==> config.mk <==
export PLATFORM = sky130hd
export DESIGN_NAME = mbist_march_gen_flat
export DESIGN_NICKNAME = d
export VERILOG_FILES = /design/src/rtl/mbist_march_gen_if.sv /design/src/rtl/mbist_march_gen.sv /design/src/flat_wrapper.sv
export SDC_FILE = /design/constraint.sdc
export NUM_CORES = 1
export LEC_CHECK = 0
export ABC_CLOCK_PERIOD_IN_PS = 2700
export BUFFER_PORTS_ARGS = -buffer_cell sky130_fd_sc_hd__buf_2
export CORE_MARGIN = 2
export CORE_UTILIZATION = 50
export DETAILED_ROUTE_END_ITERATION = 12
export PLACE_DENSITY = 0.81
export SLEW_MARGIN = 10
export SYNTH_ARGS = -nofsm -noshare
export SYNTH_HDL_FRONTEND = slang
export SYNTH_SLANG_ARGS = --single-unit
==> constraint.sdc <==
create_clock -name clk -period 2.7 [get_ports clk]
set_input_delay 0.54 -clock clk [delete_from_list [all_inputs] [get_ports clk]]
set_output_delay 0.54 -clock clk [all_outputs]
set_load 0.02 [all_outputs]
==> src/rtl/mbist_march_gen_if.sv <==
// Port bundle for mbist_march_gen: test control, march-element descriptor handshake,
// memory stimulus port and the compare-side strobes.
interface mbist_march_gen_if #(
    parameter int ADDR_WD = 9,
    parameter int DATA_WD = 32
);
    logic               start;
    logic [1:0]         pat_sel;
    logic               elem_valid;
    logic               elem_ready;
    logic               elem_dir;
    logic [1:0]         elem_len;
    logic [3:0]         elem_wr;
    logic [3:0]         elem_inv;
    logic               elem_last;
    logic               abort;
    logic               mem_cs;
    logic               mem_we;
    logic [ADDR_WD-1:0] mem_addr;
    logic [DATA_WD-1:0] mem_wdata;
    logic               compare;
    logic [DATA_WD-1:0] comp_data;
    logic               read_invert;
    logic [ADDR_WD-1:0] addr;
    logic               addr_inc_phase;
    logic               busy;
    logic               done;
    logic               fail;

    modport master (
        input  start, pat_sel, elem_valid, elem_dir, elem_len, elem_wr, elem_inv, elem_last, abort,
        output elem_ready, mem_cs, mem_we, mem_addr, mem_wdata, compare, comp_data, read_invert,
               addr, addr_inc_phase, busy, done, fail
    );

    modport slave (
        output start, pat_sel, elem_valid, elem_dir, elem_len, elem_wr, elem_inv, elem_last, abort,
        input  elem_ready, mem_cs, mem_we, mem_addr, mem_wdata, compare, comp_data, read_invert,
               addr, addr_inc_phase, busy, done, fail
    );
endinterface

==> src/rtl/mbist_march_gen.sv <==
// March-sequence generator: one memory op per cycle, compare strobes one cycle after each read.
// Optional MBIST_CHECKERBOARD_EN: background pattern inverted at odd addresses.
module mbist_march_gen #(
    parameter int                      BIST_ADDR_WD    = 9,
    parameter int                      BIST_DATA_WD    = 32,
    parameter logic [BIST_ADDR_WD-1:0] BIST_ADDR_START = 9'h000,
    parameter logic [BIST_ADDR_WD-1:0] BIST_ADDR_END   = 9'h1F8
) (
    input  logic              clk,
    input  logic              rst_n,
    mbist_march_gen_if.master bus
);
    typedef enum logic [2:0] {IDLE, FETCH, RUN, DRAIN, DONE} state_t;

    state_t                  state, state_nxt;
    logic [1:0]              pat;
    logic [BIST_ADDR_WD-1:0] cur_addr;
    logic [1:0]              op_idx;
    logic                    e_dir;
    logic [1:0]              e_len;
    logic [3:0]              e_wr;
    logic [3:0]              e_inv;
    logic                    e_last;
    logic                    fail_q;

    logic                    rd_vld;
    logic                    rd_inv;
    logic [BIST_DATA_WD-1:0] rd_bg;
    logic [BIST_ADDR_WD-1:0] rd_addr;

    logic [7:0]              pat_byte;
    logic [BIST_DATA_WD-1:0] bg;
    logic                    odd;
    logic                    run;
    logic                    op_wr;
    logic                    op_inv;
    logic                    op_last;
    logic                    addr_last;
    logic                    run_rd;

    always_comb begin
        pat_byte = 8'h00;
        case (pat)
            2'd1:    pat_byte = 8'h55;
            2'd2:    pat_byte = 8'h33;
            2'd3:    pat_byte = 8'h0F;
            default: pat_byte = 8'h00;
        endcase
    end

`ifdef MBIST_CHECKERBOARD_EN
    assign odd = cur_addr[0];
`else
    assign odd = 1'b0;
`endif

    for (genvar g = 0; g < BIST_DATA_WD; g++) begin : g_bg
        assign bg[g] = pat_byte[g % 8] ^ odd;
    end

    assign run       = (state == RUN);
    assign op_wr     = e_wr[op_idx];
    assign op_inv    = e_inv[op_idx];
    assign op_last   = (op_idx == e_len);
    assign addr_last = (cur_addr == (e_dir ? BIST_ADDR_START : BIST_ADDR_END));
    assign run_rd    = run && !op_wr;

    always_comb begin
        state_nxt          = state;
        bus.elem_ready     = (state == FETCH);
        bus.mem_cs         = run;
        bus.mem_we         = run && op_wr;
        bus.mem_addr       = run ? cur_addr : '0;
        bus.mem_wdata      = run ? (bg ^ {BIST_DATA_WD{op_inv}}) : '0;
        bus.addr_inc_phase = run && op_last;
        bus.compare        = rd_vld;
        bus.comp_data      = rd_bg;
        bus.read_invert    = rd_inv;
        bus.addr           = rd_addr;
        bus.busy           = (state inside {FETCH, RUN, DRAIN});
        bus.done           = (state == DONE);
        bus.fail           = fail_q;
        case (state)
            IDLE:  if (bus.start) state_nxt = FETCH;
            FETCH: begin
                if (bus.abort)           state_nxt = DONE;
                else if (bus.elem_valid) state_nxt = RUN;
            end
            RUN: begin
                // the op shown this cycle is always issued; a read still needs its compare slot
                if (bus.abort || (op_last && addr_last && e_last))
                    state_nxt = op_wr ? DONE : DRAIN;
                else if (op_last && addr_last)
                    state_nxt = FETCH;
            end
            DRAIN:   state_nxt = DONE;
            DONE:    state_nxt = IDLE;
            default: state_nxt = IDLE;
        endcase
    end

    always_ff @(posedge clk or negedge rst_n) begin
        if (!rst_n) begin
            state    <= IDLE;
            pat      <= '0;
            cur_addr <= '0;
            op_idx   <= '0;
            e_dir    <= 1'b0;
            e_len    <= '0;
            e_wr     <= '0;
            e_inv    <= '0;
            e_last   <= 1'b0;
            fail_q   <= 1'b0;
            rd_vld   <= 1'b0;
            rd_inv   <= 1'b0;
            rd_bg    <= '0;
            rd_addr  <= '0;
        end else begin
            state   <= state_nxt;
            rd_vld  <= run_rd;
            rd_inv  <= run_rd && op_inv;
            rd_bg   <= run_rd ? bg : '0;
            rd_addr <= run_rd ? cur_addr : '0;
            case (state)
                IDLE: begin
                    if (bus.start) begin
                        fail_q <= 1'b0;
                        pat    <= bus.pat_sel;
                    end
                end
                FETCH: begin
                    if (bus.abort) begin
                        fail_q <= 1'b1;
                    end else if (bus.elem_valid) begin
                        e_dir    <= bus.elem_dir;
                        e_len    <= bus.elem_len;
                        e_wr     <= bus.elem_wr;
                        e_inv    <= bus.elem_inv;
                        e_last   <= bus.elem_last;
                        cur_addr <= bus.elem_dir ? BIST_ADDR_END : BIST_ADDR_START;
                        op_idx   <= '0;
                    end
                end
                RUN: begin
                    if (bus.abort) fail_q <= 1'b1;
                    if (op_last) begin
                        op_idx <= '0;
                        if (!addr_last) cur_addr <= e_dir ? cur_addr - 1'b1 : cur_addr + 1'b1;
                    end else begin
                        op_idx <= op_idx + 2'd1;
                    end
                end
                default: ;
            endcase
        end
    end
endmodule

==> src/flat_wrapper.sv <==
// flat-port wrapper written by rule: the top's interface ports become plain ports
module mbist_march_gen_flat 
#(
    parameter int                      BIST_ADDR_WD    = 9,
    parameter int                      BIST_DATA_WD    = 32,
    parameter logic [BIST_ADDR_WD-1:0] BIST_ADDR_START = 9'h000,
    parameter logic [BIST_ADDR_WD-1:0] BIST_ADDR_END   = 9'h1F8
)
  (clk, rst_n, bus_start, bus_pat_sel, bus_elem_valid, bus_elem_dir, bus_elem_len, bus_elem_wr, bus_elem_inv, bus_elem_last, bus_abort, bus_elem_ready, bus_mem_cs, bus_mem_we, bus_mem_addr, bus_mem_wdata, bus_compare, bus_comp_data, bus_read_invert, bus_addr, bus_addr_inc_phase, bus_busy, bus_done, bus_fail);
  mbist_march_gen_if #(.ADDR_WD((9)), .DATA_WD((32))) bus_i ();
  input  logic clk;
  input  logic rst_n;
  input wire logic [$bits(bus_i.start)-1:0] bus_start;
  input wire logic [$bits(bus_i.pat_sel)-1:0] bus_pat_sel;
  input wire logic [$bits(bus_i.elem_valid)-1:0] bus_elem_valid;
  input wire logic [$bits(bus_i.elem_dir)-1:0] bus_elem_dir;
  input wire logic [$bits(bus_i.elem_len)-1:0] bus_elem_len;
  input wire logic [$bits(bus_i.elem_wr)-1:0] bus_elem_wr;
  input wire logic [$bits(bus_i.elem_inv)-1:0] bus_elem_inv;
  input wire logic [$bits(bus_i.elem_last)-1:0] bus_elem_last;
  input wire logic [$bits(bus_i.abort)-1:0] bus_abort;
  output wire logic [$bits(bus_i.elem_ready)-1:0] bus_elem_ready;
  output wire logic [$bits(bus_i.mem_cs)-1:0] bus_mem_cs;
  output wire logic [$bits(bus_i.mem_we)-1:0] bus_mem_we;
  output wire logic [$bits(bus_i.mem_addr)-1:0] bus_mem_addr;
  output wire logic [$bits(bus_i.mem_wdata)-1:0] bus_mem_wdata;
  output wire logic [$bits(bus_i.compare)-1:0] bus_compare;
  output wire logic [$bits(bus_i.comp_data)-1:0] bus_comp_data;
  output wire logic [$bits(bus_i.read_invert)-1:0] bus_read_invert;
  output wire logic [$bits(bus_i.addr)-1:0] bus_addr;
  output wire logic [$bits(bus_i.addr_inc_phase)-1:0] bus_addr_inc_phase;
  output wire logic [$bits(bus_i.busy)-1:0] bus_busy;
  output wire logic [$bits(bus_i.done)-1:0] bus_done;
  output wire logic [$bits(bus_i.fail)-1:0] bus_fail;
  assign bus_i.start = bus_start;
  assign bus_i.pat_sel = bus_pat_sel;
  assign bus_i.elem_valid = bus_elem_valid;
  assign bus_i.elem_dir = bus_elem_dir;
  assign bus_i.elem_len = bus_elem_len;
  assign bus_i.elem_wr = bus_elem_wr;
  assign bus_i.elem_inv = bus_elem_inv;
  assign bus_i.elem_last = bus_elem_last;
  assign bus_i.abort = bus_abort;
  assign bus_elem_ready = bus_i.elem_ready;
  assign bus_mem_cs = bus_i.mem_cs;
  assign bus_mem_we = bus_i.mem_we;
  assign bus_mem_addr = bus_i.mem_addr;
  assign bus_mem_wdata = bus_i.mem_wdata;
  assign bus_compare = bus_i.compare;
  assign bus_comp_data = bus_i.comp_data;
  assign bus_read_invert = bus_i.read_invert;
  assign bus_addr = bus_i.addr;
  assign bus_addr_inc_phase = bus_i.addr_inc_phase;
  assign bus_busy = bus_i.busy;
  assign bus_done = bus_i.done;
  assign bus_fail = bus_i.fail;
  mbist_march_gen #(.BIST_ADDR_WD(BIST_ADDR_WD), .BIST_DATA_WD(BIST_DATA_WD), .BIST_ADDR_START(BIST_ADDR_START), .BIST_ADDR_END(BIST_ADDR_END)) u_core (.clk(clk), .rst_n(rst_n), .bus(bus_i));
endmodule
* After elaboration in Yosys (flattened, before gate mapping)
Index checks and enable logic that the tools add are counted.
** Word-level totals
- Logic and storage cells :: 87
- Output and inout port bits :: 91
- Register bits after elaboration :: 72
** Cells by class
- Add/sub/neg operators :: 3
- Muxes and demuxes :: 31
- Reductions and logical operators :: 19
- Bitwise logic cells :: 2
- Equal/unequal tests :: 17
- Order comparisons :: 1
** Operators with widths (number)
- $mux W9 :: 9
- $mux W32 :: 2
- $xor A32 B32 Y32 :: 1
- $pmux W7 S3 :: 1
- $mux W3 :: 6
- $pmux W9 S2 :: 1
- $pmux W3 S4 :: 1
- $reduce_and A3 Y1 :: 4
- $ne A2 B2 Y1 const B :: 5
- $add A9 B1 Y9 const B :: 1
- $eq A9 B9 Y1 :: 1
- $sub A9 B1 Y9 const B :: 1
- $eq A3 B2 Y1 const B :: 2
- $logic_and A1 B1 Y1 :: 6
- $mux W2 :: 3
- $ne A3 B3 Y1 const B :: 2
- $reduce_and A5 Y1 :: 1
- $bmux W1 S2 :: 2
- $eq A2 B2 Y1 const B :: 2
- $mux W1 :: 4
- $pmux W2 S2 :: 1
- $reduce_bool A2 Y1 :: 2
- $eq A3 B1 Y1 const B :: 1
- $eq A3 B3 Y1 const B :: 1
- 13 further kinds :: 13

* Longest topological paths before layout
- Depth in word-level cells :: 7
- Gate-level depth with buffers :: 7
- Depth with buffers taken out :: 6

* Worst setup path before layout
OpenSTA, ideal clock, no wires.
- Path type :: register to output
- Start :: reg u_core.op_idx[0]
- End :: out bus_mem_wdata[10]
- Data required time :: 2.160 ns
- Buffers on the path :: 3
- Slack :: 0.144 ns
- Stages on the path, launching flop included :: 7
- Arrival time :: 2.016 ns
- Cell sequence :: dfrtp_1 buf_2 mux4_2 clkbuf_1 xor2_1 nor2_1 buf_4
** On the way
- Longest elaborated chain between the ends :: 4
** Ends and longest elaborated chain
- from (decl) :: line mbist_march_gen.sv:18 : logic [1:0] op_idx;
- from (signal assigned) :: line mbist_march_gen.sv:150 : op_idx <= op_idx + 2'd1;
- $bmux W1 S2 :: line mbist_march_gen.sv:63 : assign op_inv = e_inv[op_idx];
- $mux W1 (not written as such) :: line mbist_march_gen.sv:63
- $xor A32 B32 Y32 :: line mbist_march_gen.sv:74 : bus.mem_wdata = run ? (bg ^ {BIST_DATA_WD{op_inv}}) : '0;
- $mux W32 :: line mbist_march_gen.sv:74
- to (decl) :: line flat_wrapper.sv:26 : output wire logic [$bits(bus_i.mem_wdata)-1:0] bus_mem_wdata;
No other way between the ends. The select of a mux whose other input is x is not followed.

* Final worst setup path
- Start :: reg u_core.state[2]
- End :: out bus_addr_inc_phase
** On the way
- Longest elaborated chain between the ends :: 2
** Ends and longest elaborated chain
- from (decl) :: line mbist_march_gen.sv:15 : state_t state, state_nxt;
- from (signal assigned) :: line mbist_march_gen.sv:119 : state <= state_nxt;
- $eq A3 B2 Y1 :: line mbist_march_gen.sv:61 : assign run = (state == RUN);
- $logic_and A1 B1 Y1 :: line mbist_march_gen.sv:75 : bus.addr_inc_phase = run && op_last;
- to (decl) :: line flat_wrapper.sv:31 : output wire logic [$bits(bus_i.addr_inc_phase)-1:0] bus_addr_inc_phase;
No other way between the ends.

==> metrics.txt <==
post-synthesis sequential area ratio 40.3%; min-delay worst type in -> async; length of the first detailed-routing pass in iterations 4; simple-gate share of the synthesized area 17.6%; Vert. Die Dim 80.4 um; met2 WL post-DR 2980 um; ant diodes 0; row cnt 27; Setup TNS 0 ps; worst setup slack after placement 341 ps; total gr overflow 0; result of the run completed; number of slew-limit violations in the final report 0; Initial Utilization 52.4%; Vias 2263; main combinational cell family by area after synthesis simple AND/OR/NAND/NOR gates; maximum single-stage delay on the critical path 550 ps; startpoint types flip-flop; YS warnings 0; CTS tree yes; worst slew pin tran 643 ps; half-perimeter wire length after detailed placement 4560 um; final standard cell area without fillers 3270 sq um; FMAX 381 MHz; leakage power summed over all cells 0.00179 uW; share of post-route cells with drive strength above 1 39.6%; biggest area consumer among synthesized cells sky130_fd_sc_hd__dfrtp_1; drt first-iter violations 169; Mapped Area 2920 sq um; Worst-Skew Late Latency 300 ps; multiplexer share of the synthesized area 6.94%; critical-path cell with the highest stage delay sky130_fd_sc_hd__or3b_4; ordered list of cells on the worst path or3b_4 > or3_4 > inv_1 > buf_2; arrival time worst endpoint 2080 ps; kind of critical path reg -> out; growth of design area from synthesis to finish 12.0%; global-route wire length before repair 9180 um; total of buffers placed on input and output ports 105; post-detailed-routing wire length 5990 um; Routed Antenna Nets 0; Period Utilization, post-route 97.1%; routed length on met3 428 um; ratio of routed vias to standard cells 5.25; area enclosed by the die boundary 6470 sq um; cell depth of the worst flop-to-flop path 6; number of failing setup endpoints in the final timing report 0; number of different library cells in the post-synthesis netlist 49; average instance area after synthesis 9.77 sq um; most common cell after layout, fill and taps aside sky130_fd_sc_hd__buf_2; core box area 5570 sq um; WP data required 2160 ps; commonest cells after routing, fill and taps aside 105 x sky130_fd_sc_hd__buf_2, 45 x sky130_fd_sc_hd__dfrtp_1, 24 x sky130_fd_sc_hd__and2_1; DRT met1 WL 2500 um; area occupied by multi-input gates 1320 sq um; endpoints failing hold 0; post-synthesis compound-gate area fraction 10.7%; post-synth top area share 40.3%; Largest delay share family, worst path simple AND/OR/NAND/NOR gates; gr usage total 18.3%; maximum fanout along the worst path 13; CP Buf/Inv Count 2; cell chosen for the clock root sky130_fd_sc_hd__clkbuf_8; proportion of register bits with asynchronous set or reset after synthesis 100%; worst ir drop on vdd 0.564 mV; total of fill cells in the finished design 478; number of stages on the worst setup path 4; number of CTS-inserted buffers 5; Max Cap Viol 0; via count of the first global-routing pass 1978; ranking of synthesized cells by area sky130_fd_sc_hd__dfrtp_1 40%, sky130_fd_sc_hd__buf_4 13%, sky130_fd_sc_hd__and2_1 5.1%; TritonCTS sink count 47; setup repair after global routing missed its margin false; top routing layer in use met4; die width 80.4 um; hold buffers post-CTS 0; Post-layout nets 389; Min Clock Period, post-route 2620 ps; Relative slew margins 57.0%; RD Place Congestion 0.834; synthesized instance count 299; sequential cell area 1180 sq um; number of enable-type register cells in the synthesized netlist 0; xor/xnor cell area share of the yosys netlist 3.60%; buffer depth of the longest clock path 2; H-tree levels 2; initial antenna violation count 0; worst clock skew 8.97 ps; power density over the cells 1200 nW/um^2; maximum number of pins on one net before global-route repair 32; I/O pins 110; final setup slack of the worst path 78.6 ps; adder and majority gate portion of the synthesized area 5.40%; area after detailed placement 3150 sq um; wire per inst 13.9 um; flop and latch count out of synthesis 47; Main synth FF type sky130_fd_sc_hd__dfrtp_1; remaining design rule violation count 0; Clock Pin Slew Worst Setup and Hold Paths 90 ps; critical path capture point type output pin
==> report_power, final <==
part           internal (uW)  total, uW  switching, uW
Clock                    209        452            243
Combinational            934       2270           1340
Sequential               942       1210            266
==> cells in the mapped netlist, types with 2 or more instances <==
cell	number
sky130_fd_sc_hd__a211oi_1	2
sky130_fd_sc_hd__a21o_1	3
sky130_fd_sc_hd__a21oi_1	10
sky130_fd_sc_hd__a31o_2	2
sky130_fd_sc_hd__a31oi_1	3
sky130_fd_sc_hd__and2_1	24
sky130_fd_sc_hd__and3_1	2
sky130_fd_sc_hd__buf_2	3
sky130_fd_sc_hd__buf_4	50
sky130_fd_sc_hd__clkbuf_1	7
sky130_fd_sc_hd__dfrtp_1	47
sky130_fd_sc_hd__ha_1	11
sky130_fd_sc_hd__inv_1	9
sky130_fd_sc_hd__mux2_2	13
sky130_fd_sc_hd__mux4_2	2
sky130_fd_sc_hd__nand2_1	14
sky130_fd_sc_hd__nand2b_1	6
sky130_fd_sc_hd__nand3_1	4
sky130_fd_sc_hd__nand4_1	2
sky130_fd_sc_hd__nor2_1	24
sky130_fd_sc_hd__nor3_1	10
sky130_fd_sc_hd__o21a_1	4
sky130_fd_sc_hd__o21ai_0	8
sky130_fd_sc_hd__o21ai_1	2
sky130_fd_sc_hd__or3_1	3
sky130_fd_sc_hd__xnor2_1	4
sky130_fd_sc_hd__xor2_1	8
==> metal layers <==
metal | global-route usage [%] | vias to the layer above
met2 | 30.6 | 94
met4 | 5.93 | 0
met3 | 3.93 | 10
met5 | 0 | -
met1 | 23.6 | 1072
li1 | - | 1087
==> per-stage QoR <==
stage	power, uW	util [%]	cells	hold slack, ps
finish	3940	58.7	431	133
global route	4260	58.7	431	165
global placement	3370	56.4	421	476
detailed placement	3440	56.4	421	482
CTS	3920	58.3	430	148
floorplan	3040	-	302	244
==> worst paths after layout <==
check                                            start                             end  slack (ps)
hold / removal                                   rst_n  u_core.cur_addr[5]$_DFFE_PN0P_         130
setup / recovery           u_core.state[2]$_DFFE_PN0P_              bus_addr_inc_phase          80
min in group clk                        bus_pat_sel[0]       u_core.pat[0]$_DFFE_PN0P_         440
max in group asynchronous                        rst_n     u_core.state[1]$_DFFE_PN0P_        1820
setup reg to reg              u_core.e_dir$_DFFE_PN0P_  u_core.cur_addr[8]$_DFFE_PN0P_         330
hold reg to reg            u_core.e_inv[3]$_DFFE_PN0P_     u_core.e_inv[3]$_DFFE_PN0P_         510
==> flip-flops by register name, summed over array words and instances (netlist names) <==
signal,count
u_core.bus.addr,9
u_core.cur_addr,9
u_core.bus.comp_data,7
u_core.e_inv,4
u_core.e_wr,4
u_core.state,3
u_core.e_len,2
u_core.op_idx,2
u_core.pat,2
u_core.bus.compare,1
u_core.bus.fail,1
u_core.bus.read_invert,1
u_core.e_dir,1
u_core.e_last,1
==> kinds of logic after synthesis <==
logic type | count (synthesis)
buf+inv | 69
other cells | 1
flops | 47
fa+ha+maj | 12
simple gates | 96
compound gates | 46
xor+xnor | 12
mux | 16
==> cell type report <==
class,count,area share (%)
tap,72,2.76
clock inverter,2,0.498
multi-input combinational,187,40.3
clock buffer,6,2.53
inverter,9,1.15
timing repair buffer,108,16.8
sequential,47,36.1
==> repair_timing <==
item / CTS / global route
gates resized for setup: 0 / 4
setup buffers: 1 / 0
cloned: 0 / 1
pin swaps: 0 / 1
endpoints found under the setup margin: 2 / 34
Note: power is estimated with default switching activity, not from simulation.
